`src/rtl/bitwise_pipe.sv`:
```
// rtl/bitwise_pipe.sv - bitwise logic unit with a 2-entry in-order result buffer
// Results and their zero/negative flags are computed at accept time and stored.
module bitwise_pipe #(
   parameter int WIDTH = 16
) (
   input  logic             clk,
   input  logic             rst_n,
   input  logic             in_valid,
   output logic             in_ready,
   input  logic [WIDTH-1:0] in_a,
   input  logic [WIDTH-1:0] in_b,
   input  logic [2:0]       in_op,
   output logic             out_valid,
   input  logic             out_ready,
   output logic [WIDTH-1:0] out_data,
   output logic             out_zr,
   output logic             out_ng
);

   logic [WIDTH-1:0] r_data [2];
   logic [1:0]       r_zr;
   logic [1:0]       r_ng;
   logic             r_wptr;
   logic             r_rptr;
   logic [1:0]       r_count;
   logic             r_live;

   logic [WIDTH-1:0] w_result;
   logic             w_push;
   logic             w_pop;

   always_comb begin
      w_result = '0;
      case (in_op)
         3'b000: w_result = ~in_a;
         3'b001: w_result = in_a & in_b;
         3'b010: w_result = in_a | in_b;
         3'b011: w_result = in_a ^ in_b;
         3'b100: w_result = ~(in_a & in_b);
         3'b101: w_result = ~(in_a | in_b);
         3'b110: w_result = ~(in_a ^ in_b);
         3'b111: w_result = in_a;
         default: w_result = '0;
      endcase
   end

   // r_live holds in_ready low until the first edge after reset release.
   assign in_ready  = r_live && (r_count != 2'd2);
   assign out_valid = (r_count != 2'd0);
   assign w_push    = in_valid && in_ready;
   assign w_pop     = out_valid && out_ready;

   assign out_data = out_valid ? r_data[r_rptr] : '0;
   assign out_zr   = out_valid ? r_zr[r_rptr] : 1'b1;
   assign out_ng   = out_valid ? r_ng[r_rptr] : 1'b0;

   always_ff @(posedge clk or negedge rst_n) begin
      if (!rst_n) begin
         r_data[0] <= '0;
         r_data[1] <= '0;
         r_zr      <= 2'b11;
         r_ng      <= 2'b00;
         r_wptr    <= 1'b0;
         r_rptr    <= 1'b0;
         r_count   <= 2'd0;
         r_live    <= 1'b0;
      end else begin
         r_live <= 1'b1;
         if (w_push) begin
            r_data[r_wptr] <= w_result;
            r_zr[r_wptr]   <= (w_result == '0);
            r_ng[r_wptr]   <= w_result[WIDTH-1];
            r_wptr         <= ~r_wptr;
         end
         if (w_pop) begin
            r_rptr <= ~r_rptr;
         end
         case ({w_push, w_pop})
            2'b10:   r_count <= r_count + 2'd1;
            2'b01:   r_count <= r_count - 2'd1;
            default: r_count <= r_count;
         endcase
      end
   end

endmodule
```
`config.mk`:
```
export PLATFORM = sky130hd
export DESIGN_NAME = bitwise_pipe
export DESIGN_NICKNAME = d
export VERILOG_FILES = /design/src/rtl/bitwise_pipe.sv
export SDC_FILE = /design/constraint.sdc
export NUM_CORES = 1
export LEC_CHECK = 0
export ABC_AREA = 1
export CAP_MARGIN = 20
export CORE_MARGIN = 2
export CORE_UTILIZATION = 49
export CTS_CLUSTER_SIZE = 14
export DETAILED_ROUTE_END_ITERATION = 10
export PLACE_DENSITY = 0.77
export SLEW_MARGIN = 20
export SYNTH_ARGS = -nofsm -noshare
export SYNTH_HDL_FRONTEND = slang
export SYNTH_SLANG_ARGS = --single-unit
```
`constraint.sdc`:
```
create_clock -name clk -period 1.4 [get_ports clk]
set_input_delay 0.21 -clock clk [delete_from_list [all_inputs] [get_ports clk]]
set_output_delay 0.21 -clock clk [all_outputs]
set_load 0.05 [all_outputs]
```
Word level (Yosys, flattened, before mapping)
Index checks and enable logic that the tools add are counted.
{"block": "op_classes", "mux": 19, "magnitude_cmp": 6, "n_eq_ne": 10, "bitwise": 11, "addsub": 2, "n_reduce_logical": 9}
{"op": "$pmux 16 s8", "count": 1}
{"op": "$mux 16", "count": 5}
{"op": "$not 16->16", "count": 4}
{"op": "$bwmux 32", "count": 1}
{"op": "$and 16x16->16", "count": 1}
{"op": "$demux 16 s1", "count": 1}
{"op": "$logic_not 16->1", "count": 1}
{"op": "$or 16x16->16", "count": 1}
{"op": "$xor 16x16->16", "count": 1}
{"op": "$eq 3x3->1 const B", "count": 4}
{"op": "$mux 1", "count": 7}
{"op": "$eq 3x2->1 const B", "count": 2}
{"op": "$logic_and 1x1->1", "count": 5}
{"op": "$bwmux 2", "count": 2}
{"op": "$ge 2x2->1 const B", "count": 2}
{"op": "$lt 1x2->1 const B", "count": 2}
{"op": "$not 1->2", "count": 2}
{"op": "$pmux 2 s2", "count": 1}
{"op": "$reduce_bool 2->1", "count": 2}
{"op": "$eq 3x1->1 const B", "count": 1}
{"op": "$logic_not 3->1", "count": 1}
{"op": "$add 2x1->2 const B", "count": 1}
{"op": "$eq 2x1->1 const B", "count": 1}
{"op": "$eq 2x2->1 const B", "count": 1}
{"op": "6 further kinds", "count": 7}
{"block": "word_totals", "register_bits": 41, "input_bits": 39}

Depth between registers and ports, before layout
Gate-level depths: netlist of run 1.
{"block": "logic_depth", "ltp_word": 6, "depth_mapped": 13, "ltp_nobuf": 12}

Least setup slack after synthesis of run 1
Ideal clock, no wire load.
{"block": "synth_timing", "path_kind": "reg2reg", "startpoint": "register r_count[1]", "endpoint": "register r_count[1]", "path_stages_with_launch": 7, "n_path_buf": 0, "setup_ns": 0.124, "setup_slack_ns": -0.860, "required_ns": 1.276, "t_arrival_ns": 2.135, "period_less_slack_ns": 2.260, "path_cell_list": "dfrtp_1 > a21boi_1 > nand2_1 > ha_1 > a21oi_1 > o21ai_0 > xnor2_1"}
{"block": "synth_between", "elab_chain_len": 5, "word_cells_on_any_way": 11, "cone_classes": "add/sub (2); eq/ne (3); mux (1); reduce/logical (5)"}
{"item": "start, declared", "line": "25", "rtl": "logic [1:0] r_count;"}
{"item": "start signal, assigned", "line": "79", "rtl": "2'b10: r_count <= r_count + 2'd1;"}
{"item": "start signal, assigned", "line": "80", "rtl": "2'b01: r_count <= r_count - 2'd1;"}
{"item": "start signal, assigned", "line": "81", "rtl": "default: r_count <= r_count;"}
{"item": "$ne 2x2->1 *", "line": "48", "rtl": "assign in_ready = r_live && (r_count != 2'd2);"}
{"item": "$logic_and 1x1->1 *", "line": "48"}
{"item": "named net in_ready", "line": "9", "rtl": "output logic in_ready,"}
{"item": "$logic_and 1x1->1 *", "line": "50", "rtl": "assign w_push = in_valid && in_ready;"}
{"item": "$eq 2x1->1 or $eq 2x2->1 (tied branches)", "line": "78", "rtl": "case ({w_push, w_pop})"}
{"item": "$pmux 2 s2 or $reduce_bool 2->1 (tied branches)"}
The timed path passes the listed nets; every way through them passes the cells marked *.
A chain may end at the register's enable or synchronous reset.

Worst setup path after layout of run 1
{"block": "layout_timing", "startpoint": "input port in_b[4]", "endpoint": "register r_zr[0]"}
{"block": "layout_between", "elab_chain_len": 5, "word_cells_on_any_way": 9, "cone_classes": "mux (2); bitwise (6); reduce/logical (1)"}
{"item": "start, declared", "line": "11", "rtl": "input logic [WIDTH-1:0] in_b,"}
{"item": "$xor 16x16->16, or another cell as far along", "line": "38, 41"}
{"item": "$not 16->16, on equally long branches", "line": "41, 39, 40"}
{"item": "$pmux 16 s8 *", "line": "34", "rtl": "case (in_op)"}
{"item": "$logic_not 16->1 *", "line": "71", "rtl": "r_zr[r_wptr] <= (w_result == '0);"}
{"item": "$bwmux 2 *", "line": "71"}
{"item": "end signal, assigned by index", "line": "71"}
{"item": "end, declared", "line": "21", "rtl": "logic [1:0] r_zr;"}
Mark *: on every way between the ends. The rest lies on a longest branch, timed or not.

==> flow_summary.json, run 1 <==
{
  "via_count": 5532,
  "rsz0062_at_grt": "yes",
  "finalClockSkew_ns": 0.005700,
  "dp_hpwl_mm": 7.899,
  "fin_crit_sh": 1.512,
  "power_frac_comb": 0.688,
  "clk_latency_ns": 0.30,
  "finalWeightedCongestion": 0.9182,
  "cts_tree": "built",
  "cap_violations": 0,
  "ys_types": 23,
  "wl_per_cell_um": 24.87,
  "numPortBuffers": 58,
  "rows": 30,
  "arrival_ns": 2.35,
  "antennaDiodeCount": 0,
  "syn-instance-count": 545,
  "cts_buffer_depth": 2,
  "clock.fmax_mhz": 472.5,
  "status": "finished with violations",
  "crit_path_end_kind": "flip-flop",
  "violations": "setup timing",
  "yosys_warnings": 0,
  "setup_violations": 57,
  "cts_root_buffer": "clkbuf_8",
  "overflow": 0,
  "crit_start": "in_b[4]",
  "multi_input_area_mm2": 0.002980,
  "seqPwrFrac": 0.215,
  "worstHoldPathType": "primary input to asynchronous set/reset pin",
  "critPathMaxStageDelay_ns": 0.26,
  "setup_slack_ns": -0.7164,
  "finalInstanceArea_mm2": 0.006385,
  "grt_util_all_layers": 0.3382,
  "seqCellArea_um2": 979.7,
  "ir_drop_uv": 704.3,
  "worstPathRequired_ns": 1.63,
  "fin_crit_ns": 2.116,
  "crit_chain": "dlygate4sd2_1 > inv_2 > ha_4 > nand4_1 > o21ai_0 > nor2_1 > nand3_1 > nor2_1 > nand2_1 > nor2_4 > nand3_1 > nand2_1",
  "nFillCells": 216,
  "final_cell_mix": "86 x buf_4, 84 x nand2_1, 46 x inv_1",
  "grt_max_degree": 40,
  "io_pins": 59,
  "nets": 782,
  "p_total_uw": 10450,
  "dr.pass1.iters": 9,
  "numCtsBuffers": 5,
  "die_w_um": 88.66,
  "power_switching_uw": 5314,
  "syn_area_mm2": 0.003512,
  "grt_pass1_vias": 4540,
  "area_growth_pct": 81.80,
  "crit_buf_inv": 2,
  "power_frac_clock": 0.096,
  "dieArea_mm2": 0.007861,
  "critPathTopFamily": "simple AND/OR/NAND/NOR gates",
  "layout_commonest_cell": "buf_4",
  "grt_pass1_wl_mm": 20.84,
  "core_mm2": 0.006869,
  "p_leak_uw": 0.003128,
  "viasPerCell": 6.855,
  "drt_iter0_drc": 656,
  "ant_nets": 0,
  "path_class": "primary input to flip-flop",
  "p_int_uw": 5137,
  "startpoint_type": "primary input",
  "ys_seq_elements": 39,
  "drc": 0,
  "yosysSeqAreaShare": 0.2786,
  "syn-num-nets": 617,
  "cts_sinks": 39,
  "fp.dieH_um": 88.66,
  "sw_frac_of_total": 0.5085,
  "syn_area_per_cell_um2": 6.444,
  "drive_gt1_frac": 0.5063,
  "antenna_found_initial": 0,
  "crit_slowest_cell": "dlygate4sd2_1",
  "timing.rr.start": "r_count[0]",
  "slew_viol_final": 0,
  "power_density_mw_per_mm2": 1637,
  "place_area_mm2": 0.004926,
  "start_util": 0.5113,
  "routed_wl_mm": 20.07,
  "clk_pin_slew_ns": 0.08,
  "finalHoldViolations": 0,
  "crit_fanout": 2,
  "h-tree-depth": 2
}
synth_stat cells:
cell | count | area, um2
nand2_1 | 135 | 506.7
nor2_1 | 65 | 244.0
nand4_1 | 44 | 275.3
inv_1 | 75 | 281.5
xnor2_1 | 2 | 17.52
nand3_1 | 32 | 160.2
nand3b_1 | 10 | 75.07
xor2_1 | 1 | 8.760
dfrtp_1 | 37 | 925.9
conb_1 | 1 | 3.750
buf_2 | 13 | 65.06
a21oi_1 | 17 | 85.08
o21ai_0 | 52 | 260.3
clkbuf_1 | 16 | 60.06
nor3_2 | 2 | 20.02
buf_6 | 1 | 11.26
dfstp_2 | 2 | 52.55
ha_1 | 33 | 412.9
nand3_2 | 1 | 10.01
a21boi_1 | 1 | 7.510
buf_4 | 2 | 15.01
nand2_2 | 1 | 6.260
inv_2 | 2 | 7.510
registers in the layout (all words and copies together) (netlist names):
name	flops
r_count	2
r_data	31
r_live	1
r_ng	1
r_rptr	1
r_wptr	1
r_zr	2
cells by family after synthesis:
| family | Yosys count | share of synthesized area |
|---|---|---|
| AO/OA/AOI/OAI | 70 | 0.1005 |
| XOR/XNOR | 3 | 0.007483 |
| adder cells (fa/ha/maj) | 33 | 0.1176 |
| buffers and inverters | 109 | 0.1254 |
| flip-flops | 39 | 0.2786 |
| other | 1 | 0.001068 |
| AND/OR/NAND/NOR | 290 | 0.3694 |
metrics by stage:
stage	instances	utilization	setup slack (ns)	hold WS, ns	TNS (ns)
after floorplan	545	-	-0.2589	-0.08559	-6.553
final	807	0.9295	-0.7164	0.3135	-12.88
after detailed placement	755	0.7171	-0.7918	0.4615	-23.79
after CTS	792	0.8291	-0.1835	0.2889	-5.003
after global routing	807	0.9295	-0.7451	0.3168	-14.75
after global placement	755	0.7171	-0.7772	0.4638	-22.95
area by class of cell:
type	instances	area share
Clock buffer	6	0.01293
Clock inverter	2	0.005487
Inverter	77	0.04958
Multi-Input combinational cell	398	0.4668
Sequential cell	39	0.1534
Tap cell	96	0.01881
Timing Repair Buffer	189	0.2930
power groups by stage:
stage / registers, uW / clock network [uW] / logic, uW
floorplan: 1860 / 0 / 3410
global placement: 1900 / 0 / 4830
detailed placement: 1940 / 0 / 4950
CTS: 1950 / 979 / 5710
global route: 2260 / 1040 / 7400
finish: 2250 / 1010 / 7190
final timing paths:
check / cells after the start / to / slack, ns
setup / recovery: 12 / r_zr[0] / -0.72
hold / removal: 2 / r_data[6] / 0.31
setup reg to reg: 9 / r_data[25] / -0.26
hold reg to reg: 2 / r_zr[1] / 0.51
max in group asynchronous: 2 / r_zr[0] / 0.83
min in group clk: 2 / r_zr[1] / 0.51
per-layer routing:
| layer | GRT usage | share of wire |
|---|---|---|
| met2 | 0.6052 | 0.44 |
| met4 | 0.1915 | 0.13 |
| met5 | 0 | 0 |
| met1 | 0.3765 | 0.30 |
| met3 | 0.05690 | 0.13 |
timing repair:
| item | CTS | global route |
|---|---|---|
| resized for setup | 168 | 175 |
| pin swaps | 59 | 80 |
| buffers inserted | 23 | 7 |
| hold buffers | 0 | 0 |
| gates cloned | 6 | 8 |
| setup endpoints to repair | 56 | 57 |
Power figures use the tool's default switching activity.
==> inputs of run 2 (changes only) <==
--- a/config.mk
+++ b/config.mk
@@ -7,7 +7,6 @@
 export LEC_CHECK = 0
 export ABC_AREA = 1
 export CAP_MARGIN = 20
-export CORE_MARGIN = 2
 export CORE_UTILIZATION = 49
 export CTS_CLUSTER_SIZE = 14
 export DETAILED_ROUTE_END_ITERATION = 10
==> run 2 against run 1 <==
The run still ends with setup timing left. Final cell count decreased by 0.37%. Hold slack got worse by 0.027 ns. Largest power group unchanged. Highest routed layer unchanged. Core utilization decreased by 3.3 points. Die area decreased by 4.5%. Fmax increased by 27%. Cell area decreased by 3.6%. Sequential power decreased by 7%. Critical endpoint unchanged. Non-clock buffer count decreased by 4. Flip-flop and latch count unchanged. Register-to-register slack improved by 0.07 ns. Count of clock-buffer cells in the layout increased by 1.
==> flow_summary.json, run 2 (same netlist as run 1, synthesis figures left out) <==
{
  "status": "finished with violations",
  "violations": "setup timing",
  "cts_root_buffer": "clkbuf_8",
  "drt-met1-wl_mm": 5.548,
  "crit_fanout": 6,
  "antenna_found_initial": 0,
  "worstHoldPathType": "primary input to asynchronous set/reset pin",
  "grt_util_all_layers": 0.3566,
  "p_leak_uw": 0.003009,
  "startpoint_type": "primary input",
  "arrival_ns": 1.91,
  "numCtsBuffers": 5,
  "timing.critical_path.mode_cell": "nand2_1",
  "timing.rr.start": "r_count[0]",
  "area_growth_pct": 75.28,
  "start_util": 0.5113,
  "rows": 30,
  "clk_latency_ns": 0.30,
  "overflow": 0,
  "finalWeightedCongestion": 0.8898,
  "crit_chain": "buf_6 > buf_6 > buf_4 > nor2_2 > buf_2 > nand3b_1 > nand2_1 > nor2_1 > nand3_1 > nor2_1 > nand2_1 > nor2_2 > nand3_1 > nand2_1",
  "setup_tns_ns": -8.766,
  "path_class": "primary input to flip-flop",
  "dr_wl_met3_mm": 1.943,
  "p_total_uw": 9628,
  "ant_nets": 0,
  "crit_path_end_kind": "flip-flop",
  "fin_crit_ns": 1.668,
  "post-route-util": 0.8962,
  "place_ws_ns": -0.8832,
  "dr.pass1.iters": 6,
  "finalInstanceArea_mm2": 0.006156,
  "worstPathRequired_ns": 1.64,
  "cts_buffer_depth": 2,
  "core_mm2": 0.006869,
  "reg_top3": "r_data: 31 flops, r_count: 2 flops, r_zr: 2 flops",
  "top_register": "r_data",
  "antennaDiodeCount": 0,
  "multi_input_area_mm2": 0.002804,
  "cts_hold_buf": 0,
  "place_area_mm2": 0.004956,
  "drt_iter0_drc": 589,
  "finalHoldViolations": 0,
  "grt_pass1_wl_mm": 20.93,
  "numPortBuffers": 58,
  "drive_gt1_frac": 0.4463,
  "io_pins": 59,
  "grt_max_degree": 40,
  "viasPerCell": 6.335,
  "cap_violations": 0,
  "worst_pin_slew_ns": 0.7302,
  "largest_reg_flops": 31,
  "final_cell_mix": "104 x nand2_1, 90 x buf_4, 46 x inv_1, 46 x nor2_1, 44 x nand4_1",
  "cts_tree": "built",
  "nets": 779,
  "critPathMaxStageDelay_ns": 0.19,
  "nFillCells": 307,
  "setup_slack_ns": -0.2675,
  "grt_pass1_vias": 4467,
  "clock.fmax_mhz": 599.7,
  "finalClockSkew_ns": 0.007903,
  "clk_pin_slew_ns": 0.08,
  "routed_wl_mm": 17.07,
  "ir_drop_uv": 891.8,
  "wl_per_cell_um": 21.23,
  "dieArea_mm2": 0.007510,
  "drc": 0,
  "h-tree-depth": 2,
  "setup_violations": 57,
  "slew_headroom": 0.5116,
  "crit_start": "in_op[0]",
  "layout_commonest_cell": "nand2_1",
  "highest_layer": "met4",
  "cts_sinks": 39,
  "dp_hpwl_mm": 7.667,
  "dr_wl_met2_mm": 8.003,
  "slew_viol_final": 0,
  "fin_crit_sh": 1.191,
  "die_w_um": 86.66,
  "crit_slowest_cell": "nor2_1",
  "fp.dieH_um": 86.66,
  "via_count": 5093,
  "power_density_mw_per_mm2": 1564,
  "rsz0062_at_grt": "yes",
  "seqCellArea_um2": 979.7
}
-- run 2: path summary, 6_finish.rpt --
| path | endpoint | slack [ns] | cells past startpoint |
|---|---|---|---|
| hold reg to reg | r_data[20] | 0.50 | 2 |
| hold / removal | r_data[23] | 0.29 | 2 |
| setup reg to reg | r_count[1] | -0.19 | 8 |
| max in group asynchronous | r_zr[1] | 0.85 | 2 |
| min in group clk | r_data[20] | 0.50 | 2 |
| setup / recovery | r_zr[0] | -0.27 | 14 |
-- run 2: timing repair --
| item | 4_1_cts | 5_1_grt |
|---|---|---|
| setup endpoints to repair | 55 | 57 |
| cloned | 5 | 3 |
| setup buffers | 24 | 13 |
| gates resized for setup | 179 | 106 |
| pin swaps | 59 | 58 |
-- run 2: cell type report --
cell class / instances / share of cell area
timing repair buffer: 185 / 0.2978
clock inverter: 1 / 0.0008130
timing repair inverter: 1 / 0.001423
sequential: 39 / 0.1591
multi-input combinational: 398 / 0.4555
tap: 96 / 0.01951
clock buffer: 7 / 0.01402
inverter: 77 / 0.05183
-- run 2: worst max-delay path, delay by kind of cell --
family,cells,cell delay [ns]
buffers and inverters,4,0.51
and+or+nand+nor,10,1.19
-- run 2: per-layer routing --
layer | up-vias | track usage
met1 | 2303 | 0.4119
met4 | 0 | 0.1561
met3 | 194 | 0.05524
met2 | 502 | 0.6501
li1 | 2094 | -
met5 | - | 0
-- run 2: per-stage QoR --
stage,std cells,hold slack (ns)
6_report,804,0.2866
5_1_grt,804,0.2994
4_1_cts,789,0.3002
3_5_place_dp,754,0.4600
3_3_place_gp,754,0.4600
2_1_floorplan,545,-0.08559
-- run 2: where the power goes --
group          switching, uW  total [uW]  internal (uW)
sequential               483        2100           1620
combinational           3940        6730           2790
clock                    394         792            397
==> inputs of run 3 (changes only) <==
--- a/config.mk
+++ b/config.mk
@@ -7,10 +7,9 @@
 export LEC_CHECK = 0
 export ABC_AREA = 1
 export CAP_MARGIN = 20
-export CORE_UTILIZATION = 49
+export CORE_UTILIZATION = 38
 export CTS_CLUSTER_SIZE = 14
 export DETAILED_ROUTE_END_ITERATION = 10
-export PLACE_DENSITY = 0.77
 export SLEW_MARGIN = 20
 export SYNTH_ARGS = -nofsm -noshare
 export SYNTH_HDL_FRONTEND = slang
==> run 3 against run 2 <==
Non-clock buffer count is 1 lower. Count of clock-buffer cells in the layout is 1 lower. Clock skew is 0.0027 ns higher. Die area is 28% higher. Clock power is 23% higher. Combinational power is 4.6% lower. Critical path type is now flip-flop to flip-flop. The flow finishes with violations (DRC, setup timing). Sequential share of layout area is 0.32 points higher. Cell area is 1.8% lower.
==> flow_summary.json, run 3 (same netlist as run 1, synthesis figures left out) <==
{
  "status": "finished with violations",
  "violations": "DRC, setup timing",
  "nFillCells": 698,
  "numCtsBuffers": 5,
  "crit_slowest_cell": "dfrtp_2",
  "die_w_um": 98.14,
  "setup_slack_ns": -0.2031,
  "placedCellCount": 769,
  "wl_per_cell_um": 14.35,
  "cts_tree": "built",
  "clk_latency_ns": 0.30,
  "grt_pass1_vias": 3925,
  "drc": 2,
  "viasPerCell": 5.141,
  "p_leak_uw": 0.002965,
  "cap_violations": 0,
  "ant_nets": 0,
  "setup_violations": 56,
  "h-tree-depth": 2,
  "startpoint_type": "flip-flop",
  "numPortBuffers": 58,
  "via_count": 4180,
  "finalInstanceArea_mm2": 0.006043,
  "cts_root_buffer": "clkbuf_8",
  "crit_start": "r_count[0]",
  "cts_buffer_depth": 2,
  "crit_path_end_kind": "flip-flop",
  "rr_endpoint": "r_count[1]",
  "fin_crit_ns": 1.603,
  "clk_pin_slew_ns": 0.08,
  "finalWeightedCongestion": 0.9334,
  "crit_fanout": 3,
  "routed_wl_mm": 11.67,
  "crit_chain": "buf_6 > inv_4 > a21boi_4 > nand2_4 > buf_6 > ha_4 > a21oi_2 > o21ai_1 > xnor2_1",
  "timing.critical_path.mode_cell": "buf_6",
  "dr.pass1.iters": 10,
  "final_cell_mix": "109 x nand2_1, 95 x buf_4, 51 x nor2_1",
  "r2r_cells": 9,
  "io_pins": 59,
  "slew_viol_final": 0,
  "reg_top3": "r_data: 31 flops, r_count: 2 flops, r_zr: 2 flops",
  "drt_iter0_drc": 234,
  "cts_sinks": 39,
  "top_register": "r_data",
  "nets": 776,
  "area_growth_pct": 72.07,
  "clock.fmax_mhz": 623.8,
  "layoutNonFillerInstCount": 813,
  "overflow": 0,
  "antennaDiodeCount": 0,
  "antenna_found_initial": 0,
  "rows": 34,
  "finalHoldViolations": 0,
  "path_class": "flip-flop to flip-flop",
  "power_density_mw_per_mm2": 1559,
  "grt_pass1_wl_mm": 18.62,
  "dieArea_mm2": 0.009630,
  "arrival_ns": 1.78,
  "whs_ns": 0.4133,
  "layout_commonest_cell": "nand2_1",
  "core_mm2": 0.008848,
  "grt_max_degree": 40,
  "fin_crit_sh": 1.145,
  "critPathMaxStageDelay_ns": 0.40,
  "drive_gt1_frac": 0.4355,
  "r2r_slack_ns": -0.20,
  "grt_util_all_layers": 0.2371,
  "start_util": 0.3969,
  "rsz0062_at_grt": "yes",
  "finalClockSkew_ns": 0.01056,
  "ir_drop_uv": 880.3,
  "place_ws_ns": -0.8946,
  "timing.rr.start": "r_count[0]",
  "place_area_mm2": 0.005007,
  "worstPathRequired_ns": 1.58,
  "fp.dieH_um": 98.14,
  "dp_hpwl_mm": 7.670,
  "largest_reg_flops": 31,
  "worstHoldPathType": "primary input to asynchronous set/reset pin"
}
run 3: changes by cell type in the layout (fill, tap and decap cells not counted), moves of 4 or more:
cell / delta
o21ai_1: -4
nand2_1: +5
nor2_1: +5
nand2_2: -7
o21ai_0: +5
clkbuf_2: +8
clkdlybuf4s15_1: -10
nand3_2: -4
buf_6: -9
buf_4: +5
run 3: how the worst max path moves through the flow:
stage	endpoint
2_1_floorplan	r_count[1]
3_3_place_gp	r_zr[0]
3_5_place_dp	r_zr[1]
4_1_cts	out_data[10]
5_1_grt	r_count[1]
6_report	r_count[1]
run 3: final cells by class:
cell class                 count  area, um2  area share
multi-input combinational    397       2751      0.4553
tap                          108      135.1     0.02236
clock buffer                   6      82.58     0.01366
sequential                    39      980.9      0.1623
timing repair buffer         184       1749      0.2894
inverter                      77      309.0     0.05114
clock inverter                 2      35.03    0.005797
run 3: critical path, delay by kind of cell, from the launching register on:
family | cells | cell delay [ns]
buffers and inverters | 3 | 0.28
adder cells (fa/ha/maj) | 1 | 0.21
flip-flops | 1 | 0.40
AND/OR/NAND/NOR | 1 | 0.10
XOR/XNOR | 1 | 0.13
AO/OA/AOI/OAI | 3 | 0.36
run 3: per-stage QoR:
| step | utilization | total power, uW | TNS (ns) |
|---|---|---|---|
| 4_1_cts | 0.6571 | 8922 | -6.631 |
| 6_report | 0.6830 | 9421 | -7.331 |
| 5_1_grt | 0.6830 | 9896 | -10.22 |
| 2_1_floorplan | - | 5265 | -6.553 |
| 3_3_place_gp | 0.5652 | 6832 | -36.61 |
| 3_5_place_dp | 0.5659 | 6894 | -26.78 |
run 3: routing by layer:
layer  share of wire  global-route usage
met5               0                   0
met2            0.48              0.4052
met1            0.45              0.3160
met3           0.051             0.02291
met4           0.019             0.07463
run 3: timing repair:
action,CTS,global route
pin swaps,51,51
resized for setup,159,101
hold buffers,1,0
gates cloned,4,2
endpoints found under the hold margin,37,0
setup buffers,23,13
endpoints found under the setup margin,55,57
run 3: power by group:
part           total, uW  internal, uW  switching (uW)
combinational       6420          2870            3550
clock                976           577             399
sequential          2020          1620             400
total               9420          5070            4350
